**src/rtl/instr_queue_register.sv**
```systemverilog
// Instruction queue + instruction register. Fetched words are buffered in a
// DEPTH-entry FIFO and loaded into the IR on i_il. If bit IW-1 of a loaded word
// is set, the instruction has two words, and the next word is a full-width
// immediate.
module instr_queue_register #(
  parameter int IW    = 32,
  parameter int DEPTH = 4,
  parameter int REG_W = 4,
  parameter int OPC_W = 7
) (
  input  logic                        i_clk,
  input  logic                        i_rstn,
  input  logic [IW-1:0]               i_instr,
  input  logic                        i_valid,
  output logic                        o_ready,
  input  logic                        i_il,
  input  logic                        i_flush,
  output logic                        o_stall,
  output logic                        o_ir_valid,
  output logic                        o_ext,
  output logic [IW-2-3*REG_W-OPC_W:0] o_opr,
  output logic [OPC_W-1:0]            o_opcode,
  output logic [4:0]                  o_fs,
  output logic [REG_W-1:0]            o_dr,
  output logic [REG_W-1:0]            o_sa,
  output logic [REG_W-1:0]            o_sb,
  output logic [IW-1:0]               o_imd,
  output logic [$clog2(DEPTH):0]      o_count
);

  localparam int OPR_W = IW - 1 - 3*REG_W - OPC_W;
  localparam int PW    = $clog2(DEPTH);
  localparam int CW    = PW + 1;
  localparam int OPR_L = 3*REG_W + OPC_W;

  typedef enum logic {S_IDLE, S_WAIT_IMM} state_t;

  state_t            state_q, state_d;
  logic [IW-1:0]     mem_q [DEPTH];
  logic [PW-1:0]     wr_ptr_q, rd_ptr_q;
  logic [CW-1:0]     count_q, count_d;
  logic              full, empty, push, pop, load_ir, cap_imm;
  logic [IW-1:0]     head;

  logic              ir_valid_q, ext_q;
  logic [OPR_W-1:0]  opr_q;
  logic [OPC_W-1:0]  opcode_q;
  logic [REG_W-1:0]  dr_q, sa_q, sb_q;
  logic [IW-1:0]     imd_q;

  assign full    = (count_q == CW'(DEPTH));
  assign empty   = (count_q == '0);
  assign o_ready = !full;
  assign push    = i_valid && !full && !i_flush;
  assign head    = mem_q[rd_ptr_q];
  assign pop     = load_ir || cap_imm;

  // Next state, IR load / immediate capture decisions and stall.
  always_comb begin
    state_d = state_q;
    load_ir = 1'b0;
    cap_imm = 1'b0;
    o_stall = 1'b0;
    case (state_q)
      S_IDLE: begin
        if (i_il) begin
          if (empty) begin
            o_stall = 1'b1;
          end else if (!i_flush) begin
            load_ir = 1'b1;
            if (head[IW-1]) state_d = S_WAIT_IMM;
          end
        end
      end
      S_WAIT_IMM: begin
        if (!empty && !i_flush) begin
          cap_imm = 1'b1;
          state_d = S_IDLE;
        end
      end
      default: state_d = S_IDLE;
    endcase
    if (i_flush) state_d = S_IDLE;
  end

  // State register.
  always_ff @(posedge i_clk or negedge i_rstn) begin
    if (!i_rstn) state_q <= S_IDLE;
    else         state_q <= state_d;
  end

  // Occupancy after this cycle's push/pop; flush empties the queue.
  always_comb begin
    count_d = count_q + CW'(push) - CW'(pop);
    if (i_flush) count_d = '0;
  end

  // FIFO pointers and occupancy.
  always_ff @(posedge i_clk or negedge i_rstn) begin
    if (!i_rstn) begin
      wr_ptr_q <= '0;
      rd_ptr_q <= '0;
      count_q  <= '0;
    end else begin
      count_q <= count_d;
      if (i_flush) begin
        wr_ptr_q <= '0;
        rd_ptr_q <= '0;
      end else begin
        if (push) wr_ptr_q <= wr_ptr_q + 1'b1;
        if (pop)  rd_ptr_q <= rd_ptr_q + 1'b1;
      end
    end
  end

  // FIFO storage; contents are only meaningful behind the pointers.
  always_ff @(posedge i_clk) begin
    if (push) mem_q[wr_ptr_q] <= i_instr;
  end

  // IR fields and immediate; an extended load leaves o_imd for the second word.
  always_ff @(posedge i_clk or negedge i_rstn) begin
    if (!i_rstn) begin
      ir_valid_q <= 1'b0;
      ext_q      <= 1'b0;
      opr_q      <= '0;
      opcode_q   <= '0;
      dr_q       <= '0;
      sa_q       <= '0;
      sb_q       <= '0;
      imd_q      <= '0;
    end else if (i_flush) begin
      ir_valid_q <= 1'b0;
    end else if (load_ir) begin
      ext_q      <= head[IW-1];
      opr_q      <= head[IW-2:OPR_L];
      opcode_q   <= head[OPR_L-1:3*REG_W];
      dr_q       <= head[3*REG_W-1:2*REG_W];
      sa_q       <= head[2*REG_W-1:REG_W];
      sb_q       <= head[REG_W-1:0];
      ir_valid_q <= !head[IW-1];
      if (!head[IW-1])
        imd_q <= {{(IW-OPR_W-REG_W){1'b0}}, head[IW-2:OPR_L], head[REG_W-1:0]};
    end else if (cap_imm) begin
      imd_q      <= head;
      ir_valid_q <= 1'b1;
    end
  end

  assign o_ir_valid = ir_valid_q;
  assign o_ext      = ext_q;
  assign o_opr      = opr_q;
  assign o_opcode   = opcode_q;
  assign o_fs       = opcode_q[4:0];
  assign o_dr       = dr_q;
  assign o_sa       = sa_q;
  assign o_sb       = sb_q;
  assign o_imd      = imd_q;
  assign o_count    = count_q;

endmodule

```
**config.mk**
```make
export PLATFORM = sky130hd
export DESIGN_NAME = instr_queue_register
export DESIGN_NICKNAME = d
export VERILOG_FILES = /design/src/rtl/instr_queue_register.sv
export SDC_FILE = /design/constraint.sdc
export NUM_CORES = 1
export LEC_CHECK = 0
export BUFFER_PORTS_ARGS = -buffer_cell sky130_fd_sc_hd__buf_2
export CAP_MARGIN = 40
export CORE_ASPECT_RATIO = 1.25
export CORE_MARGIN = 8
export CORE_UTILIZATION = 50
export CTS_CLUSTER_SIZE = 30
export DETAILED_ROUTE_END_ITERATION = 10
export HOLD_SLACK_MARGIN = 0.03
export PLACE_DENSITY_LB_ADDON = 0.15
export SYNTH_ARGS = -nofsm -noshare
export SYNTH_HDL_FRONTEND = slang
export SYNTH_SLANG_ARGS = --single-unit
```
**constraint.sdc**
```tcl
create_clock -name i_clk -period 6.6 [get_ports i_clk]
set_clock_uncertainty 0.15 [all_clocks]
set_input_delay 0 -clock i_clk [delete_from_list [all_inputs] [get_ports i_clk]]
set_output_delay 0 -clock i_clk [all_outputs]
set_load 0.05 [all_outputs]
```
==> metrics.cfg <==
[power]
clkPwrFrac = 0.238
power_density_mw_per_mm2 = 486.6
p_switching_w = 0.001873
p_int_w = 0.002825
ir_worst_vdd_uv = 313.9
pwr-share-seq = 0.377
leakagePower_nw = 3.684
comb_power_share = 0.385
power.switching_fraction = 0.3987

[cts]
cts_made_buffers = 20
cts_tree = done
clk_pin_slew_worst_paths_ns = 0.06
post_cts_buffers = 0
clock_latency_ns = 0.49
clock-root-buffer = clkbuf_16
ctsHtreeMaxLevel = 1
clk_path_buf_depth = 3
cts_sinks = 201

[finish]
final_layout_size_suffix_gt1_frac = 0.4102
nNetsFinal = 620
final_util = 0.6279
synthToLayoutAreaGrowth_pct = 24.77
fillCellCount = 1147

[yosys]
avgSynthCellArea_um2 = 18.47
async_reset_ff_frac = 0.3632
synth_flop_cell = edfxtp_1
ys_types = 39
syn_inst = 419
yosysWarningCount = 0
ys_seq_elements = 201
syn_nets = 463
syn_area_mm2 = 0.007740
synth_edf_count = 128
yosysSeqAreaShare = 0.7326

[critical_path]
r2r-start = rd_ptr_q[1]$_DFFE_PN0P_
worstPathArrival_ns = 3.22
reg2reg_to = o_imd[2]$_DFFE_PN0P_
worstPathMaxFanout = 28
ff2ff_path_depth = 6
critPathRequiredTime_ns = 6.81
cp_top_family = simple AND/OR/NAND/NOR gates
cp-end-kind = register
crit_chain = buf_12, mux4_2, nor4_4, buf_4, or2_1, mux2_2
ff2ff_setup_slack_ns = 3.59
slowest_stage = or2_1
crit_type = register to register
critPathBufInv = 2
slowest_delay_ns = 0.61
critPathLaunchType = register

[sta]
tns_ns = 0
fin_crit_ns = 3.008
worstMarginPinSlew_ns = 0.7033
slew_violations = 0
fmax_ghz = 0.3324
max_slew_margin = 0.5311
setup_violations = 0
hold_violations = 0
finalCritPeriodShare = 0.4558
rsz0062_at_grt = false

[floorplanning]
ios = 112
start_util = 0.5033
core_mm2 = 0.01538
dieArea_mm2 = 0.01974
die_y_um = 155.1
rows = 51
die_w_um = 127.3

[global_routing]
track_usage = 0.1724
grt_first_pass_wirelength_um = 26390
overflow = 0
grt_pass1_vias = 4627
antenna_found_initial = 1
grt_max_degree = 51

[placement]
gp_congestion = 0.7816
place.port_buffers = 111
dpl.hpwl_um = 10820

[routing]
via_per_inst = 5.309
postRouteAntennaNets = 0
drc = 0
drt_pass1_iterations = 4
avgRoutedWirePerCell_um = 20.68
vias = 4263
dr.first_iter.drc_count = 290
wl_um = 16610

[run]
maxCapViolCount = 0

[run_status]
run_status = finished, final reports clean

[worst_hold_path]
holdPathStages = 2
min_from = i_instr[20]
worstHoldPathType = input port to register
min_to = mem_q[2][20]$_DFFE_PP_

[cells in the final DEF (no fill, tap or decap), types with 6 or more instances in the layout]
cell type / count
nand2_1: 33
buf_2: 110
buf_12: 6
edfxtp_1: 128
ha_1: 6
clkbuf_16: 21
mux4_2: 32
dlygate4sd3_1: 39
dfrtp_1: 71
o221a_2: 12
nand2b_1: 6
or2b_1: 7
mux2_2: 36
o21ai_0: 14
nor2_1: 11
[how the worst max path moves through the flow]
stage / from / to / slack, ns / cells past startpoint
2_1_floorplan: o_count[2]$_DFF_PN0_ / o_count[2]$_DFF_PN0_ / 3.53 / 12
3_3_place_gp: rd_ptr_q[1]$_DFFE_PN0P_ / o_imd[1]$_DFFE_PN0P_ / 3.32 / 5
3_5_place_dp: rd_ptr_q[1]$_DFFE_PN0P_ / o_imd[0]$_DFFE_PN0P_ / 3.53 / 6
4_1_cts: rd_ptr_q[1]$_DFFE_PN0P_ / o_imd[0]$_DFFE_PN0P_ / 3.53 / 6
5_1_grt: rd_ptr_q[1]$_DFFE_PN0P_ / o_imd[2]$_DFFE_PN0P_ / 3.42 / 6
6_report: rd_ptr_q[1]$_DFFE_PN0P_ / o_imd[2]$_DFFE_PN0P_ / 3.59 / 6
[cell type report]
class | count | area (µm²) | share of cell area
clock inverters | 9 | 91.34 | 0.009458
flip-flops and latches | 201 | 5673 | 0.5875
repair buffers | 162 | 1141 | 0.1182
multi-input cells | 186 | 1907 | 0.1975
inverters | 5 | 18.77 | 0.001944
well taps | 212 | 265.3 | 0.02747
clock buffers | 27 | 558.0 | 0.05779
diodes | 1 | 2.502 | 0.0002591
[power groups by stage]
stage / Sequential [W] / Combinational [W] / Clock [W]
final: 0.00177 / 0.00181 / 0.00112
after CTS: 0.00178 / 0.00184 / 0.00114
after global placement: 0.00180 / 0.00176 / 0
after floorplan: 0.00248 / 0.000676 / 0
after detailed placement: 0.00180 / 0.00181 / 0
after global routing: 0.00180 / 0.00191 / 0.00119
[cells in the mapped netlist (2+ instances only)]
cell / number / area share
edfxtp_1: 128 / 0.50
dfrtp_1: 73 / 0.24
mux2_2: 36 / 0.052
nand2_1: 33 / 0.016
mux4_2: 32 / 0.093
o21ai_0: 14 / 0.0091
o221a_2: 12 / 0.017
clkbuf_1: 11 / 0.0053
nor2_1: 11 / 0.0053
or2b_1: 7 / 0.0068
ha_1: 6 / 0.0097
nand2b_1: 6 / 0.0049
buf_2: 5 / 0.0032
buf_4: 5 / 0.0049
inv_1: 5 / 0.0024
and2_1: 4 / 0.0032
xor2_1: 3 / 0.0034
a21oi_1: 2 / 0.0013
buf_1: 2 / 0.00097
buf_6: 2 / 0.0029
nor3_1: 2 / 0.0013
o21ai_1: 2 / 0.0013
xnor2_1: 2 / 0.0023
[registers in the layout, indices dropped and copies added, names as in the netlist, 2 cells and up]
register  cells
o_sa          4
o_count       3
o_opcode      7
mem_q       128
o_opr        12
o_sb          4
rd_ptr_q      2
o_imd        32
wr_ptr_q      2
o_dr          4
[through the flow]
| step | power, W | std cells | area (µm²) | hold WS (ns) | worst slack (ns) |
|---|---|---|---|---|---|
| 2_1_floorplan | 0.003152 | 419 | 7740 | -0.4456 | 3.526 |
| 3_3_place_gp | 0.003557 | 719 | 8452 | 0.06063 | 3.322 |
| 3_5_place_dp | 0.003609 | 726 | 8594 | -0.2167 | 3.534 |
| 4_1_cts | 0.004757 | 802 | 9654 | 0.09204 | 3.533 |
| 5_1_grt | 0.004898 | 803 | 9657 | 0.1015 | 3.417 |
| 6_report | 0.004699 | 803 | 9657 | 0.1151 | 3.592 |
[cells by family after synthesis]
group	Yosys count	synth area share
xor gates and xnor gates	5	0.005659
buffers and inverters	32	0.02296
AOI/OAI and AO/OA	33	0.03217
and+or+nand+nor	73	0.04882
muxes	68	0.1455
DFF	201	0.7326
adders and majority gates	7	0.01229
[layer usage]
metal,part of all wire,GRT usage
met1,0.43,0.2221
met5,0,0
met3,0.060,0.03219
met4,0.015,0.04997
met2,0.50,0.2921
[what timing repair did]
action	CTS	global route
hold buffers	40	0
hold endpoints to repair	211	0
gates resized for setup	0	0
Power figures use the tool's default switching activity.
